**config.mk**
```make
export PLATFORM = sky130hd
export DESIGN_NAME = alu_arbiter_flat
export DESIGN_NICKNAME = d
export VERILOG_FILES = /design/src/rtl/alu_arbiter_pkg.sv /design/src/rtl/alu_arbiter_if.sv /design/src/rtl/alu.sv /design/src/rtl/rr_arbiter.sv /design/src/rtl/alu_arbiter.sv /design/src/flat_wrapper.sv
export SDC_FILE = /design/constraint.sdc
export NUM_CORES = 1
export LEC_CHECK = 0
export BUFFER_PORTS_ARGS = -buffer_cell sky130_fd_sc_hd__buf_2
export CAP_MARGIN = 30
export CORE_ASPECT_RATIO = 0.75
export CORE_MARGIN = 5
export CORE_UTILIZATION = 54
export CTS_CLUSTER_SIZE = 25
export DETAILED_ROUTE_END_ITERATION = 10
export PLACE_DENSITY = 0.82
export SLEW_MARGIN = 0
export SYNTH_ARGS = -nofsm -noshare
export SYNTH_HDL_FRONTEND = slang
export SYNTH_SLANG_ARGS = --single-unit
```
**constraint.sdc**
```tcl
create_clock -name clk -period 4.2 [get_ports clk]
set_input_delay 0.42 -clock clk [delete_from_list [all_inputs] [get_ports clk]]
set_output_delay 0.42 -clock clk [all_outputs]
set_load 0.005 [all_outputs]
```
**src/rtl/alu_arbiter_pkg.sv**
```systemverilog
// Shared core definitions: ALU opcodes, the opcode type and the arbiter FSM states.
package core_pkg;

   typedef logic [3:0] alu_op_t;

   localparam alu_op_t ALU_AND = 4'h0;
   localparam alu_op_t ALU_OR  = 4'h1;
   localparam alu_op_t ALU_ADD = 4'h2;
   localparam alu_op_t ALU_SUB = 4'h3;
   localparam alu_op_t ALU_EQ  = 4'h4;

   localparam int DATA_W = 32;
   localparam int ERR_W  = 8;

   typedef enum logic [1:0] {
      S_IDLE,
      S_EXEC,
      S_RESP
   } arb_state_t;

   function automatic logic is_alu_op(input alu_op_t op);
      return (op == ALU_AND) || (op == ALU_OR) || (op == ALU_ADD) ||
             (op == ALU_SUB) || (op == ALU_EQ);
   endfunction

endpackage

```
**src/rtl/alu_arbiter_if.sv**
```systemverilog
// Request/response bundle between NUM_REQ requesters plus one consumer and the arbiter.
interface alu_arbiter_if #(
   parameter int NUM_REQ = 4,
   parameter int ID_W    = $clog2(NUM_REQ)
);
   import core_pkg::*;

   logic [NUM_REQ-1:0]             req_valid;
   logic [NUM_REQ-1:0]             req_ready;
   alu_op_t [NUM_REQ-1:0]          req_op;
   logic [NUM_REQ-1:0][DATA_W-1:0] req_a;
   logic [NUM_REQ-1:0][DATA_W-1:0] req_b;

   logic                           rsp_valid;
   logic                           rsp_ready;
   logic [ID_W-1:0]                rsp_id;
   logic [DATA_W-1:0]              rsp_result;
   logic                           rsp_zero;
   logic                           rsp_err;
   logic [ERR_W-1:0]               err_count;

   modport master (
      output req_valid, req_op, req_a, req_b, rsp_ready,
      input  req_ready, rsp_valid, rsp_id, rsp_result, rsp_zero, rsp_err, err_count
   );

   modport slave (
      input  req_valid, req_op, req_a, req_b, rsp_ready,
      output req_ready, rsp_valid, rsp_id, rsp_result, rsp_zero, rsp_err, err_count
   );

endinterface

```
**src/rtl/alu.sv**
```systemverilog
// Combinational 32-bit ALU; undefined opcodes flag unknown_op and return zero.
module alu
   import core_pkg::*;
(
   input  alu_op_t           op,
   input  logic [DATA_W-1:0] a,
   input  logic [DATA_W-1:0] b,
   output logic [DATA_W-1:0] result,
   output logic              zero,
   output logic              unknown_op
);

   always_comb begin
      result     = '0;
      unknown_op = 1'b0;
      case (op)
         ALU_AND: result = a & b;
         ALU_OR:  result = a | b;
         ALU_ADD: result = a + b;
         ALU_SUB: result = a - b;
         ALU_EQ:  result = {{(DATA_W-1){1'b0}}, (a == b)};
         default: unknown_op = 1'b1;
      endcase
      zero = (result == '0);
   end

endmodule

```
**src/rtl/rr_arbiter.sv**
```systemverilog
// Combinational round-robin picker: first asserted req at or after ptr, wrapping mod NUM_REQ.
module rr_arbiter #(
   parameter int NUM_REQ = 4,
   parameter int ID_W    = $clog2(NUM_REQ)
) (
   input  logic [NUM_REQ-1:0] req,
   input  logic [ID_W-1:0]    ptr,
   output logic [NUM_REQ-1:0] gnt,
   output logic [ID_W-1:0]    gnt_id,
   output logic               any
);

   logic [NUM_REQ-1:0][ID_W-1:0] cand_id;
   logic [NUM_REQ-1:0]           cand_req;

   // cand_id[k] is the requester sitting k places after ptr in the rotation
   for (genvar gi = 0; gi < NUM_REQ; gi++) begin : g_cand
      logic [ID_W:0] sum;
      assign sum          = {1'b0, ptr} + (ID_W+1)'(gi);
      assign cand_id[gi]  = (sum >= (ID_W+1)'(NUM_REQ)) ?
                            ID_W'(sum - (ID_W+1)'(NUM_REQ)) : sum[ID_W-1:0];
      assign cand_req[gi] = req[cand_id[gi]];
   end

   always_comb begin
      gnt    = '0;
      gnt_id = '0;
      any    = 1'b0;
      for (int k = 0; k < NUM_REQ; k++) begin
         if (!any && cand_req[k]) begin
            any    = 1'b1;
            gnt_id = cand_id[k];
         end
      end
      if (any) begin
         gnt[gnt_id] = 1'b1;
      end
   end

endmodule

```
**src/rtl/alu_arbiter.sv**
```systemverilog
// Shares one alu among NUM_REQ requesters: round-robin grant, one op in flight,
// tagged response held on the bus until the consumer accepts it.
module alu_arbiter
   import core_pkg::*;
#(
   parameter int NUM_REQ = 4,
   parameter int ID_W    = $clog2(NUM_REQ)
) (
   input  logic          clk,
   input  logic          reset_n,
   alu_arbiter_if.slave  bus
);

   arb_state_t        state_q, state_d;
   logic [ID_W-1:0]   rr_ptr_q, rr_ptr_d;
   alu_op_t           op_q, op_d;
   logic [DATA_W-1:0] a_q, a_d;
   logic [DATA_W-1:0] b_q, b_d;
   logic [ID_W-1:0]   id_q, id_d;

   logic              rsp_valid_q, rsp_valid_d;
   logic [ID_W-1:0]   rsp_id_q, rsp_id_d;
   logic [DATA_W-1:0] rsp_result_q, rsp_result_d;
   logic              rsp_zero_q, rsp_zero_d;
   logic              rsp_err_q, rsp_err_d;
   logic [ERR_W-1:0]  err_count_q, err_count_d;

   logic [NUM_REQ-1:0] gnt;
   logic [NUM_REQ-1:0] req_ready;
   logic [ID_W-1:0]    gnt_id;
   logic               gnt_any;
   logic [ID_W-1:0]    gnt_id_next;

   logic [DATA_W-1:0]  alu_result;
   logic               alu_zero;
   logic               alu_unknown;

   rr_arbiter #(
      .NUM_REQ (NUM_REQ),
      .ID_W    (ID_W)
   ) u_rr (
      .req     (bus.req_valid),
      .ptr     (rr_ptr_q),
      .gnt     (gnt),
      .gnt_id  (gnt_id),
      .any     (gnt_any)
   );

   alu u_alu (
      .op         (op_q),
      .a          (a_q),
      .b          (b_q),
      .result     (alu_result),
      .zero       (alu_zero),
      .unknown_op (alu_unknown)
   );

   assign gnt_id_next = (gnt_id == ID_W'(NUM_REQ-1)) ? '0 : gnt_id + ID_W'(1);

   always_comb begin
      state_d      = state_q;
      rr_ptr_d     = rr_ptr_q;
      op_d         = op_q;
      a_d          = a_q;
      b_d          = b_q;
      id_d         = id_q;
      rsp_valid_d  = rsp_valid_q;
      rsp_id_d     = rsp_id_q;
      rsp_result_d = rsp_result_q;
      rsp_zero_d   = rsp_zero_q;
      rsp_err_d    = rsp_err_q;
      err_count_d  = err_count_q;
      req_ready    = '0;

      case (state_q)
         S_IDLE: begin
            // grant stays low while reset is held so no requester sees a phantom handshake
            if (reset_n) begin
               req_ready = gnt;
            end
            if (gnt_any) begin
               op_d     = bus.req_op[gnt_id];
               a_d      = bus.req_a[gnt_id];
               b_d      = bus.req_b[gnt_id];
               id_d     = gnt_id;
               rr_ptr_d = gnt_id_next;
               state_d  = S_EXEC;
            end
         end
         S_EXEC: begin
            rsp_valid_d = 1'b1;
            rsp_id_d    = id_q;
            if (alu_unknown) begin
               rsp_result_d = '0;
               rsp_zero_d   = 1'b1;
               rsp_err_d    = 1'b1;
               if (err_count_q != {ERR_W{1'b1}}) begin
                  err_count_d = err_count_q + ERR_W'(1);
               end
            end else begin
               rsp_result_d = alu_result;
               rsp_zero_d   = alu_zero;
               rsp_err_d    = 1'b0;
            end
            state_d = S_RESP;
         end
         S_RESP: begin
            if (bus.rsp_ready) begin
               rsp_valid_d = 1'b0;
               state_d     = S_IDLE;
            end
         end
         default: begin
            state_d = S_IDLE;
         end
      endcase
   end

   always_ff @(posedge clk or negedge reset_n) begin
      if (!reset_n) begin
         state_q      <= S_IDLE;
         rr_ptr_q     <= '0;
         op_q         <= ALU_AND;
         a_q          <= '0;
         b_q          <= '0;
         id_q         <= '0;
         rsp_valid_q  <= 1'b0;
         rsp_id_q     <= '0;
         rsp_result_q <= '0;
         rsp_zero_q   <= 1'b0;
         rsp_err_q    <= 1'b0;
         err_count_q  <= '0;
      end else begin
         state_q      <= state_d;
         rr_ptr_q     <= rr_ptr_d;
         op_q         <= op_d;
         a_q          <= a_d;
         b_q          <= b_d;
         id_q         <= id_d;
         rsp_valid_q  <= rsp_valid_d;
         rsp_id_q     <= rsp_id_d;
         rsp_result_q <= rsp_result_d;
         rsp_zero_q   <= rsp_zero_d;
         rsp_err_q    <= rsp_err_d;
         err_count_q  <= err_count_d;
      end
   end

   assign bus.req_ready  = req_ready;
   assign bus.rsp_valid  = rsp_valid_q;
   assign bus.rsp_id     = rsp_id_q;
   assign bus.rsp_result = rsp_result_q;
   assign bus.rsp_zero   = rsp_zero_q;
   assign bus.rsp_err    = rsp_err_q;
   assign bus.err_count  = err_count_q;

endmodule

```
**src/flat_wrapper.sv**
```systemverilog
// flat-port wrapper written by rule: the top's interface ports become plain ports
module alu_arbiter_flat import core_pkg::*;
#(
   parameter int NUM_REQ = 4,
   parameter int ID_W    = $clog2(NUM_REQ)
)
  (clk, reset_n, bus_req_valid, bus_req_op, bus_req_a, bus_req_b, bus_rsp_ready, bus_req_ready, bus_rsp_valid, bus_rsp_id, bus_rsp_result, bus_rsp_zero, bus_rsp_err, bus_err_count);
  alu_arbiter_if #(.NUM_REQ(NUM_REQ), .ID_W(ID_W)) bus_i ();
  input  logic clk;
  input  logic reset_n;
  input wire logic [$bits(bus_i.req_valid)-1:0] bus_req_valid;
  input wire logic [$bits(bus_i.req_op)-1:0] bus_req_op;
  input wire logic [$bits(bus_i.req_a)-1:0] bus_req_a;
  input wire logic [$bits(bus_i.req_b)-1:0] bus_req_b;
  input wire logic [$bits(bus_i.rsp_ready)-1:0] bus_rsp_ready;
  output wire logic [$bits(bus_i.req_ready)-1:0] bus_req_ready;
  output wire logic [$bits(bus_i.rsp_valid)-1:0] bus_rsp_valid;
  output wire logic [$bits(bus_i.rsp_id)-1:0] bus_rsp_id;
  output wire logic [$bits(bus_i.rsp_result)-1:0] bus_rsp_result;
  output wire logic [$bits(bus_i.rsp_zero)-1:0] bus_rsp_zero;
  output wire logic [$bits(bus_i.rsp_err)-1:0] bus_rsp_err;
  output wire logic [$bits(bus_i.err_count)-1:0] bus_err_count;
  assign bus_i.req_valid = bus_req_valid;
  assign bus_i.req_op = bus_req_op;
  assign bus_i.req_a = bus_req_a;
  assign bus_i.req_b = bus_req_b;
  assign bus_i.rsp_ready = bus_rsp_ready;
  assign bus_req_ready = bus_i.req_ready;
  assign bus_rsp_valid = bus_i.rsp_valid;
  assign bus_rsp_id = bus_i.rsp_id;
  assign bus_rsp_result = bus_i.rsp_result;
  assign bus_rsp_zero = bus_i.rsp_zero;
  assign bus_rsp_err = bus_i.rsp_err;
  assign bus_err_count = bus_i.err_count;
  alu_arbiter #(.NUM_REQ(NUM_REQ), .ID_W(ID_W)) u_core (.clk(clk), .reset_n(reset_n), .bus(bus_i));
endmodule
```
==> metrics.csv <==
metric,value,unit
Post-synth EDFFs,0,
FP Rows,47,
clock root buffer,clkbuf_16,
Setup Skew,0.0135,ns
DR vias,13300,
register area share after synthesis,25.1,%
CP Launch Type,flop,
Flop pwr share,16.1,%
pwr/cell area,965,mW/mm^2
clock power share,10.7,%
DR iter-0 viols,1599,
Netlist cell types,94,
relative slew slack,35.2,%
CTS Buffer Depth,2,
Setup CP Type,reg2reg,
Post-DP HPWL,36.2,mm
GRT overflow,0,
Net Switching,7.65,mW
mapped cell area,0.0119,sq mm
post-route ant nets,0,
Skew-Pair Late Insertion Delay,0.43,ns
Final nets,2344,
Lkg Pwr,7.25,nW
Die Wd,181,um
# diodes,0,
data arrival time of the worst path,4.48,ns
crit end category,flop,
TritonCTS buffer count,17,
setup ws final,0.0873,ns
CP max FO,4,
Area Growth Syn to Fin,21.9,%
DR pass1 iterations,6,
"commonest non-fill, non-tap cell in the layout",nand2_1,
Starting Density,54.3,%
fillcell total,2023,
period utilization,97.9,%
wire per inst,20.1,um
vias in the first global route,12200,
IO buf count,327,
"worst slack, placed",0.0465,ns
VDD IR max,0.000463,V
Syn Inst Count,1655,
die area,0.0251,sq mm
Tmin final,4.11,ns
worst endpoint required time,4.56,ns
TritonCTS clock tree,built,
Setup Viol. Count Final,0,
syn nets,2053,
clk sinks,119,
Combinational Power Share,73.2,%
I/O pins,328,
Switching Fraction,54.7,%
initial antenna violation count,2,
hold slack,0.246,ns
top_reg_cell synth,dfrtp_1,
worst min path class,in2reg,
die height,138,um
Core Area,0.0219,sq mm
post-route setup TNS,0,ns
max_cap viols,0,
Final Hold Fails,0,
"FFs w/ async S/R, synth",100,%
gr usage total,34.5,%
Slew @ Worst Pin,0.966,ns
#FFs+latches synth,119,
first-pass GRT wire length,69.0,mm
H-tree Lvls,4,
"CTS clk-pin slew, worst paths",0.06,ns
Fmax achieved,0.243,GHz
Avg Synthesized Cell Area,7.17,sq um
Ys Warns,0,
number of remaining DRC errors,0,
Worst R2R Setup Slack,0.09,ns
status,finished clean,
Final Max Tran Viols,0,
most frequent cells in the layout,"nand2_1, buf_2, o21ai_0, dfrtp_1, ha_1",
Routed WL,45.2,mm
Int Pwr,6.33,mW
Placer Congestion,1.04,
largest net degree at the start of global routing,112,
layout cells sized above 1,24.4,%
routed vias/inst,5.91,
-- area by class of cell --
type | instances | area, sq um | share of cell area (%)
multi-input combinational | 1323 | 8050 | 55.6
inverter | 98 | 372 | 2.57
clock inverter | 8 | 123 | 0.847
sequential | 119 | 2980 | 20.6
tap | 294 | 368 | 2.54
clock buffer | 23 | 468 | 3.23
timing repair buffer | 387 | 2120 | 14.7
-- cell families (layout without fill, tap and decap cells) --
family,Yosys count,count (layout),synth area share (%)
AND/OR/NAND/NOR,726,726,26.4
AO/OA/AOI/OAI,434,434,24.2
buffers and inverters,213,516,8.12
adder cells (fa/ha/maj),119,119,12.7
flip-flops,119,119,25.1
XOR/XNOR,30,30,2.21
multiplexers,14,14,1.32
-- state kept, by name, summed over array words and instances (netlist names) --
register and flops:
u_core.a_q 32, u_core.b_q 32, u_core.bus.err_count 8, u_core.bus.rsp_err 1, u_core.bus.rsp_id 2, u_core.bus.rsp_result 32
u_core.bus.rsp_valid 1, u_core.bus.rsp_zero 1, u_core.id_q 2, u_core.op_q 4, u_core.rr_ptr_q 2, u_core.state_q 2
-- metal layers --
| metal | routed length [um] | GRT usage [%] |
|---|---|---|
| met3 | 5850 | 10.4 |
| met1 | 20400 | 53.8 |
| met2 | 18100 | 46.3 |
| met4 | 808 | 7.70 |
| met5 | 22 | 0 |
-- worst paths after layout --
kind / start / depth (start not counted) / endpoint
hold / removal: bus_rsp_ready / 4 / u_core.state_q[1]
setup reg to reg: u_core.b_q[1] / 15 / u_core.bus.rsp_zero
hold reg to reg: u_core.bus.rsp_id[0] / 2 / u_core.bus.rsp_id[0]
max in group asynchronous: reset_n / 3 / u_core.a_q[27]
min in group asynchronous: reset_n / 2 / u_core.id_q[1]
setup / recovery: u_core.b_q[1] / 15 / u_core.bus.rsp_zero
-- synthesized netlist by cell type (5+ instances only) --
cell	instances	area share (%)
a211oi_1	22	1.4
a21o_1	13	0.82
a21oi_1	81	3.4
a31oi_1	13	0.68
and3_1	8	0.42
buf_1	6	0.19
buf_2	9	0.38
buf_6	9	0.85
clkbuf_1	81	2.6
clkbuf_8	7	0.81
dfrtp_1	119	25
ha_1	117	12
inv_1	93	2.9
inv_2	5	0.16
mux2i_1	10	0.84
nand2_1	452	14
nand2b_1	7	0.37
nand3_1	86	3.6
nand4_1	15	0.79
nor2_1	88	2.8
nor2b_1	8	0.42
nor3_1	14	0.59
nor4_1	11	0.58
o211ai_1	76	4.8
o21a_1	6	0.38
o21ai_0	134	5.6
o22ai_1	6	0.32
o31ai_1	12	0.76
o41ai_1	5	0.37
or3_1	6	0.32
xnor2_1	24	1.8
xor2_1	6	0.44
-- worst max-delay path: stages (launching register included) --
cell	delay, ns
dfrtp_1	0.43
inv_1	0.13
ha_1	0.36
nor2_1	0.07
o311ai_1	0.29
buf_4	0.20
a21oi_1	0.11
a41oi_1	0.33
o221ai_1	0.21
a221o_1	0.40
and3b_1	0.22
o22ai_1	0.15
mux2i_1	0.30
o2111ai_1	0.20
o41ai_2	0.39
o2111a_1	0.24
-- what timing repair did --
item | CTS | global route
hold endpoints to repair | 31 | 0
endpoints found under the setup margin | 0 | 1
resized for setup | 0 | 21
buffers inserted | 0 | 4
hold buffers | 1 | 0
-- power groups by stage --
| stage | Combinational, mW | Sequential, mW | Clock [mW] |
|---|---|---|---|
| finish | 10.2 | 2.25 | 1.49 |
| global route | 11.1 | 2.32 | 1.57 |
| CTS | 9.71 | 2.24 | 1.51 |
| detailed placement | 9.63 | 2.26 | 0 |
| global placement | 9.59 | 2.20 | 0 |
| floorplan | 6.79 | 2.11 | 0 |
-- metrics by stage --
stage | instances | utilization (%) | instance area [sq um] | total power [mW]
after CTS | 2247 | 65.5 | 14300 | 13.5
final | 2252 | 66.2 | 14500 | 14.0
after detailed placement | 2215 | 62.8 | 13700 | 11.9
after global placement | 2215 | 62.8 | 13700 | 11.8
after global routing | 2252 | 66.2 | 14500 | 15.0
after floorplan | 1655 | - | 11900 | 8.89
(Power assumes the default switching activity.)
